### src/rtl/fwd_hazard_unit_pkg.sv
// Purpose : shared encodings and parameter defaults for the forwarding/hazard unit.
// Latency : n/a (constants and a constant function only).
// Backpr. : n/a.
package fwd_hazard_unit_pkg;

    // fwd_src value meaning "operand comes from the register file".
    localparam int FWD_RF      = 0;

    // Default ready stages: ALU results are usable from EX, load data from MEM.
    localparam int ALU_RDY_DEF = 0;
    localparam int LD_RDY_DEF  = 1;

    // Width of a fwd_src field: it must encode RF plus one code per tracked stage.
    function automatic int fwd_sel_w(input int nstage);
        return (nstage < 1) ? 1 : $clog2(nstage + 1);
    endfunction

endpackage

### src/rtl/hazard_match.sv
// Purpose : one source operand - youngest-producer match, readiness check and operand mux.
// Latency : purely combinational, same cycle as the ID inputs.
// Backpr. : none; a not-ready hit is reported on hazard_o for the parent to stall on.
// Ports   : rs_i/used_i describe the operand; tbl_*_i is the in-flight writer table
//           (entry 0 = EX); rf_data_i/stage_data_i are the candidate values;
//           opnd_o/fwd_src_o are the selection, hazard_o a not-ready hit, fwd_o a ready forward.
module hazard_match
    import fwd_hazard_unit_pkg::*;
#(
    parameter int XLEN    = 32,
    parameter int AW      = 5,
    parameter int NSTAGE  = 3,
    parameter int SW      = 2,
    parameter int ALU_RDY = ALU_RDY_DEF,
    parameter int LD_RDY  = LD_RDY_DEF
) (
    input  logic [AW-1:0]          rs_i,
    input  logic                   used_i,
    input  logic [NSTAGE-1:0]      tbl_v_i,
    input  logic [NSTAGE*AW-1:0]   tbl_rd_i,
    input  logic [NSTAGE-1:0]      tbl_ld_i,
    input  logic [XLEN-1:0]        rf_data_i,
    input  logic [NSTAGE*XLEN-1:0] stage_data_i,
    output logic [XLEN-1:0]        opnd_o,
    output logic [SW-1:0]          fwd_src_o,
    output logic                   hazard_o,
    output logic                   fwd_o
);

    logic            hit;
    int              hit_k;
    logic            hit_ld;
    logic [XLEN-1:0] hit_data;
    int              rdy_stage;

    always_comb begin
        hit      = 1'b0;
        hit_k    = 0;
        hit_ld   = 1'b0;
        hit_data = '0;
        // Scan oldest to youngest so the youngest matching entry overwrites the others.
        for (int k = NSTAGE - 1; k >= 0; k--) begin
            if (tbl_v_i[k] && (tbl_rd_i[k*AW +: AW] == rs_i)) begin
                hit      = 1'b1;
                hit_k    = k;
                hit_ld   = tbl_ld_i[k];
                hit_data = stage_data_i[k*XLEN +: XLEN];
            end
        end
        // x0 and unread operands never forward, whatever the table holds.
        if (!used_i || (rs_i == '0)) begin
            hit = 1'b0;
        end
        rdy_stage = hit_ld ? LD_RDY : ALU_RDY;

        opnd_o    = rf_data_i;
        fwd_src_o = SW'(FWD_RF);
        hazard_o  = 1'b0;
        fwd_o     = 1'b0;
        if (hit) begin
            // The stage value is passed through even when not ready; it is simply unused then.
            opnd_o = hit_data;
            if (hit_k >= rdy_stage) begin
                fwd_src_o = SW'(hit_k + 1);
                fwd_o     = 1'b1;
            end else begin
                hazard_o  = 1'b1;
            end
        end
    end

endmodule

### src/rtl/fwd_hazard_unit.sv
// Purpose : operand forwarding, load-use/memory-wait stall and bubble control between ID and ID/EX.
// Latency : selection/stall combinational in the ID cycle; writer table lags ID by one cycle.
// Backpr. : stall holds PC and IF/ID (mem_wait or unresolved hazard); bubble forces a NOP into ID/EX.
// Ports   : clk/rst (sync, active-low); id_* describe the ID instruction; rf_data/stage_data are
//           candidate values; mem_wait/flush are pipeline controls; opnd_data/fwd_src are the
//           selected operands; stall/bubble control; stall_cnt/fwd_cnt saturating perf counters.
module fwd_hazard_unit
    import fwd_hazard_unit_pkg::*;
#(
    parameter int XLEN    = 32,
    parameter int NREG    = 32,
    parameter int NSRC    = 2,
    parameter int NSTAGE  = 3,
    parameter int ALU_RDY = ALU_RDY_DEF,
    parameter int LD_RDY  = LD_RDY_DEF,
    parameter int CNTW    = 32,
    localparam int AW     = $clog2(NREG),
    localparam int SW     = fwd_sel_w(NSTAGE)
) (
    input  logic                   clk,
    input  logic                   rst,
    input  logic                   id_valid,
    input  logic [NSRC*AW-1:0]     id_rs,
    input  logic [NSRC-1:0]        id_rs_used,
    input  logic [AW-1:0]          id_rd,
    input  logic                   id_reg_write,
    input  logic                   id_is_load,
    input  logic [NSRC*XLEN-1:0]   rf_data,
    input  logic [NSTAGE*XLEN-1:0] stage_data,
    input  logic                   mem_wait,
    input  logic                   flush,
    output logic [NSRC*XLEN-1:0]   opnd_data,
    output logic [NSRC*SW-1:0]     fwd_src,
    output logic                   stall,
    output logic                   bubble,
    output logic [CNTW-1:0]        stall_cnt,
    output logic [CNTW-1:0]        fwd_cnt
);

    localparam int CW1 = CNTW + 1;

    // In-flight writer table, entry k = instruction now in stage k.
    logic [NSTAGE-1:0]    v_q,  v_d;
    logic [NSTAGE*AW-1:0] rd_q, rd_d;
    logic [NSTAGE-1:0]    ld_q, ld_d;
    logic [CNTW-1:0]      stall_cnt_q, stall_cnt_d;
    logic [CNTW-1:0]      fwd_cnt_q,   fwd_cnt_d;

    logic [NSRC-1:0]      hazard;
    logic [NSRC-1:0]      fwd;
    logic                 accept;
    int                   n_fwd;
    logic [CNTW:0]        stall_sum;
    logic [CNTW:0]        fwd_sum;

    for (genvar s = 0; s < NSRC; s++) begin : g_src
        hazard_match #(
            .XLEN    (XLEN),
            .AW      (AW),
            .NSTAGE  (NSTAGE),
            .SW      (SW),
            .ALU_RDY (ALU_RDY),
            .LD_RDY  (LD_RDY)
        ) u_match (
            .rs_i         (id_rs[s*AW +: AW]),
            .used_i       (id_rs_used[s]),
            .tbl_v_i      (v_q),
            .tbl_rd_i     (rd_q),
            .tbl_ld_i     (ld_q),
            .rf_data_i    (rf_data[s*XLEN +: XLEN]),
            .stage_data_i (stage_data),
            .opnd_o       (opnd_data[s*XLEN +: XLEN]),
            .fwd_src_o    (fwd_src[s*SW +: SW]),
            .hazard_o     (hazard[s]),
            .fwd_o        (fwd[s])
        );
    end

    // A flushed instruction cannot stall: it is being killed anyway.
    assign stall  = mem_wait | (id_valid & ~flush & (|hazard));
    assign bubble = stall | flush;
    assign accept = id_valid & id_reg_write & (id_rd != '0) & ~stall & ~flush;

    always_comb begin
        v_d  = v_q;
        rd_d = rd_q;
        ld_d = ld_q;
        // During a memory wait the whole pipe is frozen, so the table must not advance.
        if (!mem_wait) begin
            for (int k = NSTAGE - 1; k >= 1; k--) begin
                v_d[k]          = v_q[k-1];
                rd_d[k*AW +: AW] = rd_q[(k-1)*AW +: AW];
                ld_d[k]         = ld_q[k-1];
            end
            v_d[0]       = accept;
            rd_d[AW-1:0] = accept ? id_rd : '0;
            ld_d[0]      = accept & id_is_load;
        end
    end

    always_comb begin
        n_fwd = 0;
        for (int s = 0; s < NSRC; s++) begin
            if (fwd[s]) begin
                n_fwd = n_fwd + 1;
            end
        end
        // Forwards only count when the instruction actually moves on.
        if (stall) begin
            n_fwd = 0;
        end
        stall_sum   = {1'b0, stall_cnt_q} + CW1'(stall);
        fwd_sum     = {1'b0, fwd_cnt_q} + CW1'(n_fwd);
        stall_cnt_d = stall_sum[CNTW] ? '1 : stall_sum[CNTW-1:0];
        fwd_cnt_d   = fwd_sum[CNTW]   ? '1 : fwd_sum[CNTW-1:0];
    end

    always_ff @(posedge clk) begin
        if (!rst) begin
            v_q         <= '0;
            rd_q        <= '0;
            ld_q        <= '0;
            stall_cnt_q <= '0;
            fwd_cnt_q   <= '0;
        end else begin
            v_q         <= v_d;
            rd_q        <= rd_d;
            ld_q        <= ld_d;
            stall_cnt_q <= stall_cnt_d;
            fwd_cnt_q   <= fwd_cnt_d;
        end
    end

    assign stall_cnt = stall_cnt_q;
    assign fwd_cnt   = fwd_cnt_q;

endmodule

### config.mk
export PLATFORM = sky130hd
export DESIGN_NAME = fwd_hazard_unit
export DESIGN_NICKNAME = d
export VERILOG_FILES = /design/src/rtl/fwd_hazard_unit_pkg.sv /design/src/rtl/hazard_match.sv /design/src/rtl/fwd_hazard_unit.sv
export SDC_FILE = /design/constraint.sdc
export NUM_CORES = 1
export LEC_CHECK = 0
export ABC_AREA = 1
export CORE_ASPECT_RATIO = 0.6
export CORE_UTILIZATION = 42
export CTS_CLUSTER_SIZE = 25
export DETAILED_ROUTE_END_ITERATION = 7
export HOLD_SLACK_MARGIN = 0.1
export PLACE_DENSITY = 0.85
export SYNTH_ARGS = -nofsm -noshare
export SYNTH_HDL_FRONTEND = slang
export SYNTH_SLANG_ARGS = --single-unit
### constraint.sdc
create_clock -name clk -period 5.3 [get_ports clk]
set_input_delay 1.06 -clock clk [delete_from_list [all_inputs] [get_ports clk]]
set_output_delay 1.06 -clock clk [all_outputs]
set_load 0.02 [all_outputs]
# --- After elaboration in Yosys (flattened, before gate mapping) ---
# Index checks and enable logic that the tools add are counted.
word_totals:
  out_inout_bits: 134
  ff_bits: 85
  romBits: 0
  ramBits: 0
  memories: 0
  latch_bits: 0
op_classes:
  n_shift: 0
  add_sub_neg: 5
  magnitude_cmp: 2
  n_reduce_logical: 14
  n_div: 0
  eq_ne: 6
  multipliers: 0
  bitwise: 11
  mux: 48
op_table:
  columns: ["operator", "n"]
  rows:
  - ["two-way mux 32 bit", 12]
  - [">= comparator 3 x 32 -> 1 bit", 2]
  - ["adder 32 x 1 -> 33 bit", 1]
  - ["adder 32 x 33 -> 33 bit", 1]
  - ["adder 32 x 2 -> 32 bit (second input constant)", 1]
  - ["== test 5 bit", 6]
  - ["two-way mux 1 bit", 25]
  - ["two-way mux 2 bit", 10]
  - ["logical NOT 5 bit", 2]
  - ["AND 1 bit", 7]
  - ["logical AND 1 bit", 6]
  - ["two-way mux 5 bit", 1]
  - ["nonzero test 5 bit", 1]
  - ["adder 2 x 1 -> 2 bit (second input constant)", 2]
  - ["logical NOT 1 bit", 2]
  - ["logical OR 1 bit", 2]
  - ["inverter 1 bit", 2]
  - ["OR 1 bit", 2]
  - ["OR reduction 2 bit", 1]

# --- Logic depth before layout (Yosys ltp) ---
depth:
  ltp_word: 16
  ltp_mapped: 35

# --- By module ---
# Synthesis repeated with hierarchy kept, for this count alone.
unflattened:
  hier_cells: 1564
  area_unflattened_um2: 8613.3
modules_own_cells:
  columns: ["module", "n_inst", "seq_area_each_um2", "area_per_inst_um2", "cells_each"]
  rows:
  - ["fwd_hazard_unit", 1, 1701.6, 4684.5, 732]
  - ["hazard_match", 2, 0.0, 1964.4, 416]

# --- Worst setup path before layout ---
# No wires, ideal clock.
synth_path:
  path_kind: "input port to flip-flop"
  from: "in id_rs[5]"
  to: "reg fwd_cnt_q[12], in the netlist fwd_cnt[12]"
  stages: 28
  setup_ns: 0.065
  required_ns: 5.235
  path_slack_ns: 0.375
  t_arrival_ns: 4.860
  path_cell_list: "inv_1 nor2_1 nor2_1 nand3_2 nand4_1 buf_2 o221ai_1 ha_1 nor2_1 nand2_1 inv_1 nor2_1 ha_1 inv_1 nor2_1 ha_1 inv_1 fa_1 inv_1 nand2_2 nor3_4 inv_2 nor3_4 nand4_4 nor4_4 buf_6 nor2_1 nor2_1"
synth_between:
  elab_chain_len: 15
synth_lines:
  columns: ["element", "line", "rtl"]
  rows:
  - ["start, declared", "fwd_hazard_unit.sv:23", "input logic [NSRC*AW-1:0] id_rs,"]
  - ["== test 5 bit", "hazard_match.sv:43", "if (tbl_v_i[k] && (tbl_rd_i[k*AW +: AW] == rs_i)) begin"]
  - ["logical AND 1 bit", "hazard_match.sv:43", null]
  - ["two-way mux 1 bit (3 in a row)", "hazard_match.sv:43", null]
  - ["two-way mux 1 bit", "hazard_match.sv:54", "rdy_stage = hit_ld ? LD_RDY : ALU_RDY;"]
  - [">= comparator 3 x 32 -> 1 bit", "hazard_match.sv:63", "if (hit_k >= rdy_stage) begin"]
  - ["two-way mux 1 bit", "hazard_match.sv:63", null]
  - ["two-way mux 1 bit", "hazard_match.sv:60", "if (hit) begin"]
  - ["OR reduction 2 bit", "fwd_hazard_unit.sv:80", "assign stall = mem_wait | (id_valid & ~flush & (|hazard));"]
  - ["AND 1 bit", "fwd_hazard_unit.sv:80", null]
  - ["OR 1 bit", "fwd_hazard_unit.sv:80", null]
  - ["two-way mux 32 bit (*)", "fwd_hazard_unit.sv:109", "if (stall) begin"]
  - ["adder 32 x 33 -> 33 bit (*)", "fwd_hazard_unit.sv:113", "fwd_sum = {1'b0, fwd_cnt_q} + CW1'(n_fwd);"]
  - ["two-way mux 32 bit (*)", "fwd_hazard_unit.sv:115", "fwd_cnt_d = fwd_sum[CNTW] ? '1 : fwd_sum[CNTW-1:0];"]
  - ["end signal, assigned", "fwd_hazard_unit.sv:130", "fwd_cnt_q <= fwd_cnt_d;"]
  - ["end, declared", "fwd_hazard_unit.sv:47", "logic [CNTW-1:0] fwd_cnt_q, fwd_cnt_d;"]
# Mark *: on every way between the ends. The rest lies on a longest branch, timed or not.
# A chain may end at the register's enable or synchronous reset.

# --- Worst setup path in the final report ---
layout_path:
  from: "in id_rs[9]"
  to: "reg fwd_cnt_q[26], in the netlist fwd_cnt[26]"
# Same word-level chain as after synthesis.

==> impl_metrics.yaml <==
run_status:
  run_status: "finished clean"
clock_tree:
  cts.clk_slew.worst_paths_ns: 0.06
  tritoncts: "yes"
  numClockSinks: 85
  clock_tree.root_cell: "clkbuf_16"
  clock_tree.htree_level_count: 3
  cts_hold_buf: 0
  numCtsBuffers: 9
  maximum_buffer_depth_of_the_clock_tree: 2
  clock_latency_at_the_later_pin_of_the_worst_skew_pair_ns: 0.33
synthesis:
  synth_cell_types: 39
  synth_top_area_share_pct: 25.5
  ys_dominant_reg_cell: "dfxtp_1"
  synth-async-reset-ratio_pct: 0
  avgSynthCellArea_sq_um: 5.90
  synth_warnings: 0
  synth_top_cell_by_area: "dfxtp_1"
  syn_nets: 1323
  number_of_enable_flip_flop_cells_after_synthesis: 0
  synth_cells: 1131
  yosys-top-cells-area: "dfxtp_1, nand2_1, inv_1"
  synth-seq-area-share_pct: 25.5
  postSynthRegisterBits: 85
  synth.cell_area_sq_um: 6680
  synth_top_cells_by_count: "nand2_1, inv_1, o21ai_0, nor2_1, a21oi_1"
  yosys.cell_count.top_type: "nand2_1"
route:
  ant_nets: 0
  totalWireLength_um: 26800
  vias_per_cell: 5.29
  wl_per_cell_um: 15.9
  first_iter_violations: 822
  firstDrtPassIters: 7
  via_count: 8917
  remaining_drc_errors: 0
die:
  core.rowCount: 35
  die_footprint_sq_um: 16400
  design.core.area_sq_um: 15400
  die_h_um: 99.7
  initial_core_utilization_pct: 43.3
  design.portCount: 318
  floorplan.die.width_um: 165
sta:
  setup_slack_of_the_critical_path_after_layout_ns: 0.478
  period_share_pct: 91.0
  post_layout_minimum_cycle_time_ns: 4.82
  clock.fmax_mhz: 207
  timing.final.max_slew_violations: 0
  skew_ns: 0.00717
  timing_worst_slew_pin_value_ns: 1.02
  setup_violations: 0
  rsz0062_at_grt: "false"
  maxSlewHeadroom_pct: 31.6
  final-hold-violation-count: 0
power_and_ir_drop:
  report.power.total_mw: 1.65
  vdd_drop_max_mv: 0.148
  p_per_area_nw_per_um2: 153
  leakagePower_nw: 5.15
finish:
  layout.area.seq_sq_um: 1700
  antenna_cells_inserted: 0
  final_nets: 1673
  multi_input_area_sq_um: 4000
  drive_gt1_share_pct: 8.09
  final.fill_count: 1335
  area_delta_synth_final_pct: 61.9
place:
  pre_cts_ws_ns: -0.203
  gpl.final_weighted_congestion: 0.955
  port-buffer-count: 317
  hpwlAfterDp_um: 20600
flow_run:
  cap_viol_max_count: 0
min_path:
  min-delay-path-class: "reg -> reg"
setup_path:
  cpMaxStageDelayCell: "fa_1"
  critical_path.endpoint_type: "flop"
  critical_path_peak_fanout: 4
  critPathLaunchType: "input port"
  max_stage_delay_ns: 0.38
  worst-setup-path-type: "in -> reg"
  worst-endpoint-arrival_ns: 5.04
  worstPathRequired_ns: 5.52
grt:
  grt_overflow: 0
  number_of_antenna_violations_at_the_first_check_in_global_routing: 1
  number_of_global_route_vias_before_repair: 8167
  track_usage_pct: 31.4
  grt_max_degree: 67
  grt_first_pass_wirelength_um: 41000
-- sequential cells by signal, summed over array words and instances (netlist names) --
signal / flops
ld_q: 3
fwd_cnt: 32
rd_q: 15
stall_cnt: 32
v_q: 3
-- final timing paths --
kind,from,endpoint,slack (ns),depth (start not counted)
setup / recovery,id_rs[9],fwd_cnt[26]$_SDFF_PN0_,0.48,30
hold / removal,ld_q[1]$_SDFFE_PN0N_,ld_q[1]$_SDFFE_PN0N_,0.53,2
setup reg to reg,rd_q[1]$_SDFFE_PN0N_,fwd_cnt[26]$_SDFF_PN0_,1.02,28
hold reg to reg,ld_q[1]$_SDFFE_PN0N_,ld_q[1]$_SDFFE_PN0N_,0.53,2
-- cells by family (layout without fill, tap and decap cells) --
kind of cell / count (synthesis) / in the layout / synth area share, %
simple gates: 441 / 441 / 28.9
xor+xnor: 42 / 42 / 5.51
flops: 85 / 85 / 25.5
buf+inv: 264 / 617 / 15.2
compound gates: 291 / 291 / 23.3
fa+ha+maj: 8 / 8 / 1.61
-- layout by cell type (no fill, tap or decap), drive strengths merged --
master         netlist  routed
clkdlybuf4s50        0     307
nand2              243     243
inv                215     215
o21ai              117     117
nor2               112     112
a21oi              102     102
dfxtp               85      85
buf                 16      69
o22ai               64      64
nand3               31      31
xor2                28      28
nand4               20      20
nor3                19      19
xnor2               14      14
clkbuf              31      12
nor4                11      11
dlymetal6s2s         0      10
ha                   7       7
a31oi                4       4
clkinv               2       3
or2                  2       2
nand3b               2       2
o221ai               1       1
and3                 1       1
o211ai               1       1
o31ai                1       1
o311ai               1       1
fa                   1       1
bufinv               0       1
-- per-layer routing --
metal,routed length [um],track usage [%]
met5,0,0
met3,2660,6.76
met2,11800,48.8
met1,12100,44.8
met4,255,5.22
-- what timing repair did --
action	in CTS	in global routing
buffers inserted	0	2
endpoints found under the setup margin	0	57
resized for setup	0	23
-- metrics by stage --
step | hold WS (ns) | TNS [ns] | instance area [sq um] | utilization [%] | std cells
after floorplan | 0.468 | 0 | 6680 | - | 1131
after global placement | 0.502 | -0.343 | 10400 | 67.8 | 1671
after detailed placement | 0.507 | -4.71 | 10400 | 67.8 | 1671
after CTS | 0.517 | 0 | 10700 | 69.6 | 1685
after global routing | 0.555 | 0 | 10800 | 70.1 | 1687
final | 0.527 | 0 | 10800 | 70.1 | 1687
-- report_power, final --
group | switching, mW | internal, mW | total, mW
registers | 0.00762 | 0.648 | 0.655
clock network | 0.238 | 0.372 | 0.611
logic | 0.172 | 0.212 | 0.384
total | 0.418 | 1.23 | 1.65
-- area by class of cell --
type / count / area share (%)
inverters: 217 / 7.54
clock buffers: 12 / 2.28
well taps: 203 / 2.35
flip-flops and latches: 85 / 15.7
clock inverters: 2 / 0.324
multi-input cells: 782 / 37.0
repair buffers: 386 / 34.7
-- worst max-delay path, delay by kind of cell --
family,cells,cell delay (ns)
buffers and inverters,8,0.73
adders and majority gates,4,1.06
and+or+nand+nor,15,1.80
AOI/OAI and AO/OA,2,0.28
xor gates and xnor gates,1,0.12
Power figures use the tool's default switching activity.
